### src/rtl/cosim_run_ctrl.sv
// Run controller for the emulation top: staggered reset release, run-cycle
// counting, trace-dump window by cycle number and a commit watchdog.
module cosim_run_ctrl #(
  parameter int NUM_RESETS  = 4,
  parameter int RST_STAGGER = 8,
  parameter int CNT_WIDTH   = 64,
  parameter int WDOG_WIDTH  = 32
) (
  input  logic                  clock,
  input  logic                  reset,
  input  logic [CNT_WIDTH-1:0]  dump_start,
  input  logic [CNT_WIDTH-1:0]  dump_end,
  input  logic [WDOG_WIDTH-1:0] timeout,
  input  logic                  commit_valid,
  input  logic                  stop_req,
  output logic [NUM_RESETS-1:0] rst_out,
  output logic [CNT_WIDTH-1:0]  cycle,
  output logic                  dump_active,
  output logic                  dump_on,
  output logic                  dump_off,
  output logic                  finish,
  output logic [1:0]            finish_code
);

  localparam int SEQ_LEN = NUM_RESETS * RST_STAGGER;
  localparam int SC_W    = $clog2(SEQ_LEN + 1);

  typedef enum logic [1:0] {SEQ, RUN, DONE} state_t;

  state_t                state_reg, state_next;
  logic [SC_W-1:0]       sc_reg, sc_next;
  logic [NUM_RESETS-1:0] rst_reg, rst_next;
  logic [CNT_WIDTH-1:0]  cycle_reg, cycle_next;
  logic [WDOG_WIDTH-1:0] idle_reg, idle_next;
  logic                  act_reg, act_next;
  logic                  on_reg, on_next;
  logic                  off_reg, off_next;
  logic                  fin_reg, fin_next;
  logic [1:0]            code_reg, code_next;

  logic [SC_W-1:0]       sc_inc;
  logic [NUM_RESETS-1:0] release_hit;
  logic [CNT_WIDTH-1:0]  cycle_inc;
  logic [WDOG_WIDTH:0]   idle_plus;
  logic [WDOG_WIDTH-1:0] idle_sat;
  logic                  wd_hit, de_hit, end_hit;

  assign sc_inc = sc_reg + SC_W'(1);

  // Domain gi leaves reset on the edge the stagger count reaches (gi+1)*RST_STAGGER.
  generate
    for (genvar gi = 0; gi < NUM_RESETS; gi++) begin : g_release
      assign release_hit[gi] = (sc_inc == SC_W'((gi + 1) * RST_STAGGER));
    end
  endgenerate

  assign cycle_inc = (&cycle_reg) ? cycle_reg : cycle_reg + CNT_WIDTH'(1);
  // One extra bit so the timeout compare never aliases on wrap.
  assign idle_plus = {1'b0, idle_reg} + (WDOG_WIDTH + 1)'(1);
  assign idle_sat  = (&idle_reg) ? idle_reg : idle_plus[WDOG_WIDTH-1:0];
  assign wd_hit    = (timeout != '0) && !commit_valid && (idle_plus == {1'b0, timeout});
  assign de_hit    = (dump_end != '0) && (cycle_inc == dump_end);
  assign end_hit   = wd_hit || de_hit || stop_req;

  always_ff @(posedge clock or posedge reset) begin
    if (reset) begin
      state_reg <= SEQ;
      sc_reg    <= '0;
      rst_reg   <= '1;
      cycle_reg <= '0;
      idle_reg  <= '0;
      act_reg   <= 1'b0;
      on_reg    <= 1'b0;
      off_reg   <= 1'b0;
      fin_reg   <= 1'b0;
      code_reg  <= 2'd0;
    end else begin
      state_reg <= state_next;
      sc_reg    <= sc_next;
      rst_reg   <= rst_next;
      cycle_reg <= cycle_next;
      idle_reg  <= idle_next;
      act_reg   <= act_next;
      on_reg    <= on_next;
      off_reg   <= off_next;
      fin_reg   <= fin_next;
      code_reg  <= code_next;
    end
  end

  always_comb begin
    state_next = state_reg;
    sc_next    = sc_reg;
    rst_next   = rst_reg;
    cycle_next = cycle_reg;
    idle_next  = idle_reg;
    act_next   = act_reg;
    on_next    = 1'b0;
    off_next   = 1'b0;
    fin_next   = fin_reg;
    code_next  = code_reg;
    case (state_reg)
      SEQ: begin
        sc_next  = sc_inc;
        rst_next = rst_reg & ~release_hit;
        if (sc_inc == SC_W'(SEQ_LEN)) begin
          state_next = RUN;
          if (dump_start == '0) begin
            act_next = 1'b1;
            on_next  = 1'b1;
          end
        end
      end
      RUN: begin
        cycle_next = cycle_inc;
        idle_next  = commit_valid ? '0 : idle_sat;
        if (end_hit) begin
          state_next = DONE;
          fin_next   = 1'b1;
          code_next  = wd_hit ? 2'd2 : (de_hit ? 2'd1 : 2'd3);
          act_next   = 1'b0;
          off_next   = act_reg;
        end else if (!act_reg && (cycle_inc == dump_start)) begin
          act_next = 1'b1;
          on_next  = 1'b1;
        end
      end
      DONE: ;
      default: state_next = SEQ;
    endcase
  end

  assign rst_out     = rst_reg;
  assign cycle       = cycle_reg;
  assign dump_active = act_reg;
  assign dump_on     = on_reg;
  assign dump_off    = off_reg;
  assign finish      = fin_reg;
  assign finish_code = code_reg;

endmodule

### config.mk
export PLATFORM = sky130hd
export DESIGN_NAME = cosim_run_ctrl
export DESIGN_NICKNAME = d
export VERILOG_FILES = /design/src/rtl/cosim_run_ctrl.sv
export SDC_FILE = /design/constraint.sdc
export NUM_CORES = 1
export LEC_CHECK = 0
export CELL_PAD_IN_SITES_DETAIL_PLACEMENT = 1
export CELL_PAD_IN_SITES_GLOBAL_PLACEMENT = 2
export CORE_UTILIZATION = 31
export CTS_CLUSTER_SIZE = 16
export DETAILED_ROUTE_END_ITERATION = 8
export PLACE_DENSITY_LB_ADDON = 0.1
export REMOVE_ABC_BUFFERS = 1
export SLEW_MARGIN = 10
export SYNTH_ARGS = -nofsm -noshare
export SYNTH_HDL_FRONTEND = slang
export SYNTH_SLANG_ARGS = --single-unit
### constraint.sdc
create_clock -name clock -period 5.3 [get_ports clock]
set_input_delay 1.325 -clock clock [delete_from_list [all_inputs] [get_ports clock]]
set_output_delay 1.325 -clock clock [all_outputs]
set_load 0.05 [all_outputs]
==> metrics.cfg <==
[final_layout]
insertedDiodeCount=0
layout.nets=1977
area_growth_pct=33.2
postLayoutCellArea_mm2=0.0162
layout-drive-gt1-share_pct=12.2
largest_reg_flops=64
fillerInstances=4648

[outcome]
status=finished clean

[route]
remaining_drc_errors=0
drtPass1Iterations=5
vias=14600
drtAntennaViolNets=0
first_iter_violations=1557
via_per_inst=6.25
wl_mm=77.0
wl_per_cell_um=32.9

[logic_synthesis]
ys.flop_type=dfrtp_1
synth_async_sr_flop_share_pct=100
synth-edff-count=0
ys_seq_elements=114
syn_area_per_cell_um2=7.89
syn_inst=1538
syn-cell-area_mm2=0.0121
yosysUniqueCellTypes=90
yosys_warnings=0
yosysSeqAreaShare_pct=23.5

[clock_tree]
cts.reportedPaths.clkPinSlew_ns=0.06
clock-sinks=114
clk_path_buf_depth=2
postCtsSetupRepairBufs=0
cts.repair.resized=0
hold_buffers=0
root_buffer=clkbuf_16
clock_latency_ns=0.46
tritoncts=yes
htreeDepth=4
cts_buffers=17

[critical_path]
crit_arrival_ns=5.08
cp-end-kind=flop
cp_slowest_stage_delay_ns=0.85
critPathKind=flop to flop
crit_required_ns=5.62
worstSetupStartpointType=flop
worstPathMaxFanout=11
crit_top_cell=nand4_1
reg2reg_depth=11
critPathSlowestCell=dfrtp_1
path_cells=nand4_2, nor4_4, nand4_1, nand4_1, xor2_1, o21ai_0, a2111oi_0, nand4_1, and4bb_1, or2_2, o21bai_1

[timing]
clock.fmax_mhz=210
worst_pin_slew_ns=1.01
hold_slack_ns=0.465
finalSetupViolCount=0
rsz0062_at_grt=false
hold_violations=0
finalSetupTns_ns=0
period_minus_slack_ns=4.77
clock_skew_ns=0.0123
relSlewSlack_pct=32.6
report.final.slew_viol_count=0
finalCritPeriodShare_pct=89.9

[power_and_ir_drop]
vdd_drop_max_mv=0.235
p_leak_nw=5.98
power_density_mw_per_mm2=170

[place]
port_buffers=237
placed_cell_area_mm2=0.0156
place_hpwl_mm=62.9
gp_congestion=1.08

[worst_hold_path]
hold_path_class=flop to flop
hold_depth=1

[floorplanning]
rows=72
dieArea_mm2=0.0399
num_io_pins=238
die_w_um=200
start_util_pct=31.4
die_height_um=200
core_mm2=0.0386

[flow_run]
cap_violations=0

[grt]
antenna_found_initial=1
grt_start_max_net_pins=60
grt_pass1_wl_mm=108
globalRouteOverflowTotal=0
track_usage_pct=38.8
grt_pass1_vias=14200

[cells in the final DEF (no fill, tap or decap), types with 13 or more instances in the layout]
master           count
xor2_1             102
buf_4              129
o21ai_0             96
a211oi_1            13
xnor2_1            162
o31ai_1             16
dfrtp_1            110
nand4_1             67
and3_1              24
clkbuf_16           17
clkdlybuf4s50_1    237
nor3_1              51
nand2b_1            19
inv_1               27
a21oi_1             45
nor2_1             125
nand2_1            130
a31oi_1             21
or3_1               20
nand3_1             66
nor4_1              69
a22oi_1             14
[cells by family (layout without fill, tap and decap cells)]
group | after synthesis | after routing | share of synthesized area, %
xor+xnor | 268 | 268 | 19.8
flops | 114 | 114 | 23.5
compound gates | 320 | 320 | 18.1
simple gates | 676 | 676 | 31.4
mux | 14 | 14 | 1.20
buf+inv | 143 | 427 | 5.73
fa+ha+maj | 3 | 3 | 0.309
[worst paths after layout]
kind	slack, ns	start	to
max in group asynchronous	3.06	reset	rst_out[1]
hold reg to reg	0.47	rst_out[1]	rst_out[1]
min in group asynchronous	1.39	reset	cycle[36]
setup / recovery	0.53	cycle[21]	state_reg[0]
setup reg to reg	0.53	cycle[21]	state_reg[0]
hold / removal	0.47	rst_out[1]	rst_out[1]
[worst max-delay path: cells and delay by family, from the launching register on]
family                    cells  cell delay, ns
AOI/OAI and AO/OA             3            0.90
DFF                           1            0.85
and+or+nand+nor               7            2.69
xor gates and xnor gates      1            0.17
[cell usage after synthesis (all sizes together), types with 6 or more instances]
library cell / count / share of area, %
xnor2: 162 / 12
a22oi: 14 / 0.87
nor2: 126 / 3.9
and2: 8 / 0.41
mux2i: 10 / 0.82
o22ai: 6 / 0.31
o31ai: 17 / 1.1
dfrtp: 110 / 23
or4: 15 / 1.0
nor3: 54 / 2.5
o32ai: 7 / 0.51
and3: 24 / 1.2
a21oi: 46 / 1.9
o21a: 6 / 0.37
o221ai: 6 / 0.43
a2111oi: 14 / 1.4
nand3: 70 / 3.1
a31oi: 21 / 1.1
and4: 11 / 0.79
or2: 10 / 0.54
nand4: 78 / 4.9
nor2b: 13 / 0.67
o21ai: 101 / 4.2
o211ai: 8 / 0.54
nand2b: 19 / 0.98
nor3b: 8 / 0.49
xor2: 102 / 7.4
a21o: 6 / 0.43
nor4: 79 / 5.0
buf: 70 / 3.4
or3: 20 / 1.0
inv: 28 / 0.87
nand2: 130 / 4.0
clkbuf: 45 / 1.4
a211oi: 13 / 0.80
[final cells by class]
class	count	area, um2	share of cell area [%]
clock buffer	21	460	2.85
inverter	28	108	0.666
multi-input combinational	1281	8600	53.2
timing repair buffer	368	3380	20.9
clock inverter	10	110	0.681
sequential	114	2860	17.7
tap	518	648	4.01
[metal layers]
layer,global-route usage (%),vias to the layer above,share of wire [%]
met5,0,-,0.017
met4,19.8,2,5.4
li1,-,6218,-
met2,57.1,870,42
met1,53.4,7338,44
met3,7.69,190,8.6
[report_power, final]
part	switching, mW	leakage [nW]	internal, mW
Combinational	0.340	4.15	0.266
Clock	0.467	0.282	0.709
Sequential	0.0540	1.55	0.907
[through the flow]
| stage | instances | power [mW] | setup slack (ns) | utilization (%) |
|---|---|---|---|---|
| finish | 2340 | 2.74 | 0.534 | 41.8 |
| global route | 2340 | 2.83 | 0.421 | 41.8 |
| CTS | 2340 | 2.75 | 0.684 | 41.8 |
| detailed placement | 2309 | 1.57 | 0.308 | 40.4 |
| global placement | 2309 | 1.55 | 0.359 | 40.4 |
| floorplan | 1423 | 1.23 | 0.720 | - |
(Power assumes the default switching activity.)
==> patch 1, RTL diff (config.mk and constraints unchanged) <==
`sc_reg` no longer has a reset.
--- a/src/rtl/cosim_run_ctrl.sv
+++ b/src/rtl/cosim_run_ctrl.sv
@@ -67,3 +67,2 @@
       state_reg <= SEQ;
-      sc_reg    <= '0;
       rst_reg   <= '1;
@@ -78,3 +77,2 @@
       state_reg <= state_next;
-      sc_reg    <= sc_next;
       rst_reg   <= rst_next;
@@ -88,2 +86,6 @@
     end
+  end
+
+  always_ff @(posedge clock) begin
+    sc_reg <= sc_next;
   end
Behaviour: not the same (a bounded check fails within 10 cycles, from zero or initial values and one cycle with reset high).
==> patch 1 against the unedited design <==
- synthesized area decreased by 0.40%
- first-iteration DRC count increased by 3.9%
- routed wire length increased by 1.2%
- global-route usage increased by 0.54 points
- sequential cell count unchanged
- highest routed layer unchanged
- clock skew increased by 0.0072 ns
- total power decreased by 9.0%
- cell area increased by 0.79%
- setup slack got worse by 0.24 ns
- synthesized cell count increased by 2.9%
- count of clock-buffer cells in the layout decreased by 4
- hold slack got worse by 0.022 ns
==> patch 1: results <==
[worst_setup_path]
crit_family = "compound AO/OA/AOI/OAI gates"
crit_start = "cycle[1]"
critical-path-max-stage-delay_ns = 0.66
worst_r2r_path_depth = 15
rr_startpoint = "cycle[1]"

[logic_synthesis]
async_reset_ff_frac = 0.947
yosys-top-cells-area = "dfrtp_1 (22%), xnor2_1 (11%), xor2_1 (7.1%)"
avgSynthCellArea_sq_um = 7.64
synthTopCellsByCount = "xnor2_1 (158), nand2_1 (144), nor2_1 (127), dfrtp_1 (104), xor2_1 (98)"
ys_seq_area_frac = 0.239

[global_routing]
antenna_found_initial = 4
use_met3 = 0.0891
grt_start_max_net_pins = 62
grt_pass1_wl_um = 110000
track_usage = 0.393

[sta]
layout_min_cycle_time_ns = 5.00
skew_ns = 0.0195

[drt]
detail_route.wl_per_cell_um = 32.5

[status]
status = "finished clean"

[placement]
dp.cells = 2366
place_hpwl_um = 63500
dpl-instance-area_sq_um = 15700

[finish]
num-fill-cells = 4646
fin_nets = 2041

[power]
p_leak_nw = 5.97
[patch 1: layer usage]
layer	routed length, um	share of wire
met3	6900	0.089
met4	4690	0.060
met2	35100	0.45
met1	31200	0.40
met5	13	0.00017
[patch 1: cells by family after synthesis]
logic type / Yosys count / synth area share
mux: 10 / 0.00849
fa+ha+maj: 3 / 0.00311
compound gates: 300 / 0.164
xor+xnor: 256 / 0.185
simple gates: 761 / 0.349
buf+inv: 139 / 0.0515
flops: 114 / 0.239
[patch 1: worst min-delay path: cells and delay by family (launching register included)]
kind | cells | cell delay (ns)
AO/OA/AOI/OAI | 1 | 0.03
buffers and inverters | 1 | 0.04
flip-flops | 1 | 0.37
[patch 1: worst min path at each step]
stage	from	endpoint	slack, ns	cells past startpoint
global route	rst_out[1]	rst_out[1]	0.47	2
CTS	rst_out[1]	rst_out[1]	0.45	2
floorplan	idle_reg[1]	idle_reg[1]	0.48	2
global placement	rst_out[2]	rst_out[2]	0.43	2
detailed placement	rst_out[1]	rst_out[1]	0.44	2
finish	rst_out[1]	rst_out[1]	0.44	2
[patch 1: where the power goes]
group / leakage, nW / internal, mW / switching (mW)
logic: 4.15 / 0.187 / 0.224
registers: 1.54 / 0.876 / 0.000846
clock network: 0.284 / 0.666 / 0.543
[patch 1: layout make-up]
class | count | area, sq um | share of cell area
diodes | 2 | 5.00 | 0.000307
flip-flops and latches | 114 | 2890 | 0.177
clock inverters | 15 | 160 | 0.00983
well taps | 511 | 639 | 0.0392
inverters | 31 | 119 | 0.00729
multi-input cells | 1330 | 8600 | 0.528
repair buffers | 380 | 3460 | 0.212
clock buffers | 17 | 425 | 0.0261
==> patch 2, RTL diff (config.mk and constraints unchanged) <==
Without the edit above. `NUM_RESETS`: 4 -> 2.
--- a/src/rtl/cosim_run_ctrl.sv
+++ b/src/rtl/cosim_run_ctrl.sv
@@ -3,3 +3,3 @@
 module cosim_run_ctrl #(
-  parameter int NUM_RESETS  = 4,
+  parameter int NUM_RESETS  = 2,
   parameter int RST_STAGGER = 8,
Interface: changed (resized rst_out); port bits go from 238 to 236. The function was not compared with the original's and may differ.
==> patch 2 against the unedited design <==
- sequential cell count is 3 lower
- setup slack worse by 0.43 ns
- largest cell class unchanged
- maximum frequency shrank 8.3%
- critical path depth grew 2
- clock power decreased by 40%
- clock skew is essentially flat
- final cell count up 4.3%
- synthesized area rose by 2.3%
- routed wire length increased by 9.6%
- sequential share of layout area fell by 0.75 points
- cell area up 1.6%
- critical endpoint is now dump_on
- total power up 4.1%
- count of clock-buffer cells in the layout shrank 9
==> patch 2: results <==
[status]
status = "finished clean"

[finish]
drive_gt1_frac = 0.121
fin_nets = 2086
num-fill-cells = 4782
instances_no_fill = 2440

[sta]
skew_ns = 0.0124
tightest_slew_ns = 1.17

[logic_synthesis]
ys_seq_area_frac = 0.224
avgSynthCellArea_sq_um = 7.62
yosys-top-cells-area = "dfrtp_1 (22%), xnor2_1 (13%), xor2_1 (5.8%)"
synth.distinct_cells = 96
synthTopCellsByCount = "xnor2_1 (184), nand2_1 (161), nor2_1 (123), dfrtp_1 (109), nor4_1 (87)"

[clock_tree]
htree_levels = 3
path_clk_slew_ns = 0.08
numCtsBuffers = 9
clk_latency_ns = 0.42

[global_routing]
track_usage = 0.411
grt_pass1_wl_um = 119000
antenna_found_initial = 0
first_global_vias = 15800
grt_start_max_net_pins = 73

[placement]
dp_slack_ns = -0.300
port_buffers = 235

[worst_setup_path]
critical-path-max-stage-delay_ns = 0.81

[drt]
post_drt_via_cell_ratio = 6.44
detail_route.wl_per_cell_um = 34.6

[power]
p_leak_nw = 5.88
vdd_drop_max_mv = 0.146
==> patch 2: final timing paths <==
check / start / endpoint / slack [ns] / cells past startpoint
min in group asynchronous: reset / cycle[53] / 1.32 / 2
max in group asynchronous: reset / rst_out[0] / 3.10 / 3
worst min register to register: rst_out[0] / rst_out[0] / 0.46 / 1
worst max-delay path: cycle[11] / dump_on / 0.10 / 13
worst min-delay path: rst_out[0] / rst_out[0] / 0.46 / 1
worst max register to register: cycle[11] / dump_on / 0.10 / 13
==> patch 2: power groups by stage <==
stage	Combinational (mW)	Sequential, mW	Clock, mW
2_1_floorplan	0.446	1.10	0
3_3_place_gp	1.08	1.03	0
3_5_place_dp	1.09	1.04	0
4_1_cts	1.10	1.03	0.724
5_1_grt	1.17	1.04	0.746
6_report	1.12	1.03	0.707
==> patch 2: metal layers <==
metal / up-vias / wire length (um) / global-route usage
li1: 6627 / - / -
met1: 7834 / 34600 / 0.534
met2: 999 / 37000 / 0.635
met3: 252 / 7760 / 0.0924
met4: 0 / 5060 / 0.213
met5: - / 0 / 0
==> patch 2: cell type report <==
cell class | instances | area (sq um) | share of cell area
Inverter | 23 | 88.8 | 0.00541
Clock inverter | 3 | 27.5 | 0.00168
Tap cell | 518 | 648 | 0.0395
Multi-Input combinational cell | 1375 | 9040 | 0.551
Timing Repair Buffer | 398 | 3600 | 0.219
Sequential cell | 111 | 2780 | 0.169
Clock buffer | 12 | 236 | 0.0144
==> patch 2: per-stage QoR <==
stage,cell area (sq um),setup TNS [ns]
after floorplan,11900,0
after global placement,16100,-0.457
after detailed placement,16100,-0.554
after CTS,16400,0
after global routing,16400,0
final,16400,0
==> patch 2: logic make-up (layout without fill, tap and decap cells) <==
kind of cell / count (synthesis) / after routing / synth area share
DFF: 111 / 111 / 0.224
adders and majority gates: 4 / 4 / 0.00403
and+or+nand+nor: 785 / 785 / 0.351
muxes: 8 / 8 / 0.00675
xor gates and xnor gates: 269 / 269 / 0.193
buffers and inverters: 143 / 436 / 0.0509
AOI/OAI and AO/OA: 309 / 309 / 0.170
==> patch 2: repair_timing <==
action | 4_1_cts | 5_1_grt
cloned | 0 | 0
endpoints found under the setup margin | 2 | 6
resized for setup | 2 | 2
setup buffers | 0 | 2
pin swaps | 0 | 1
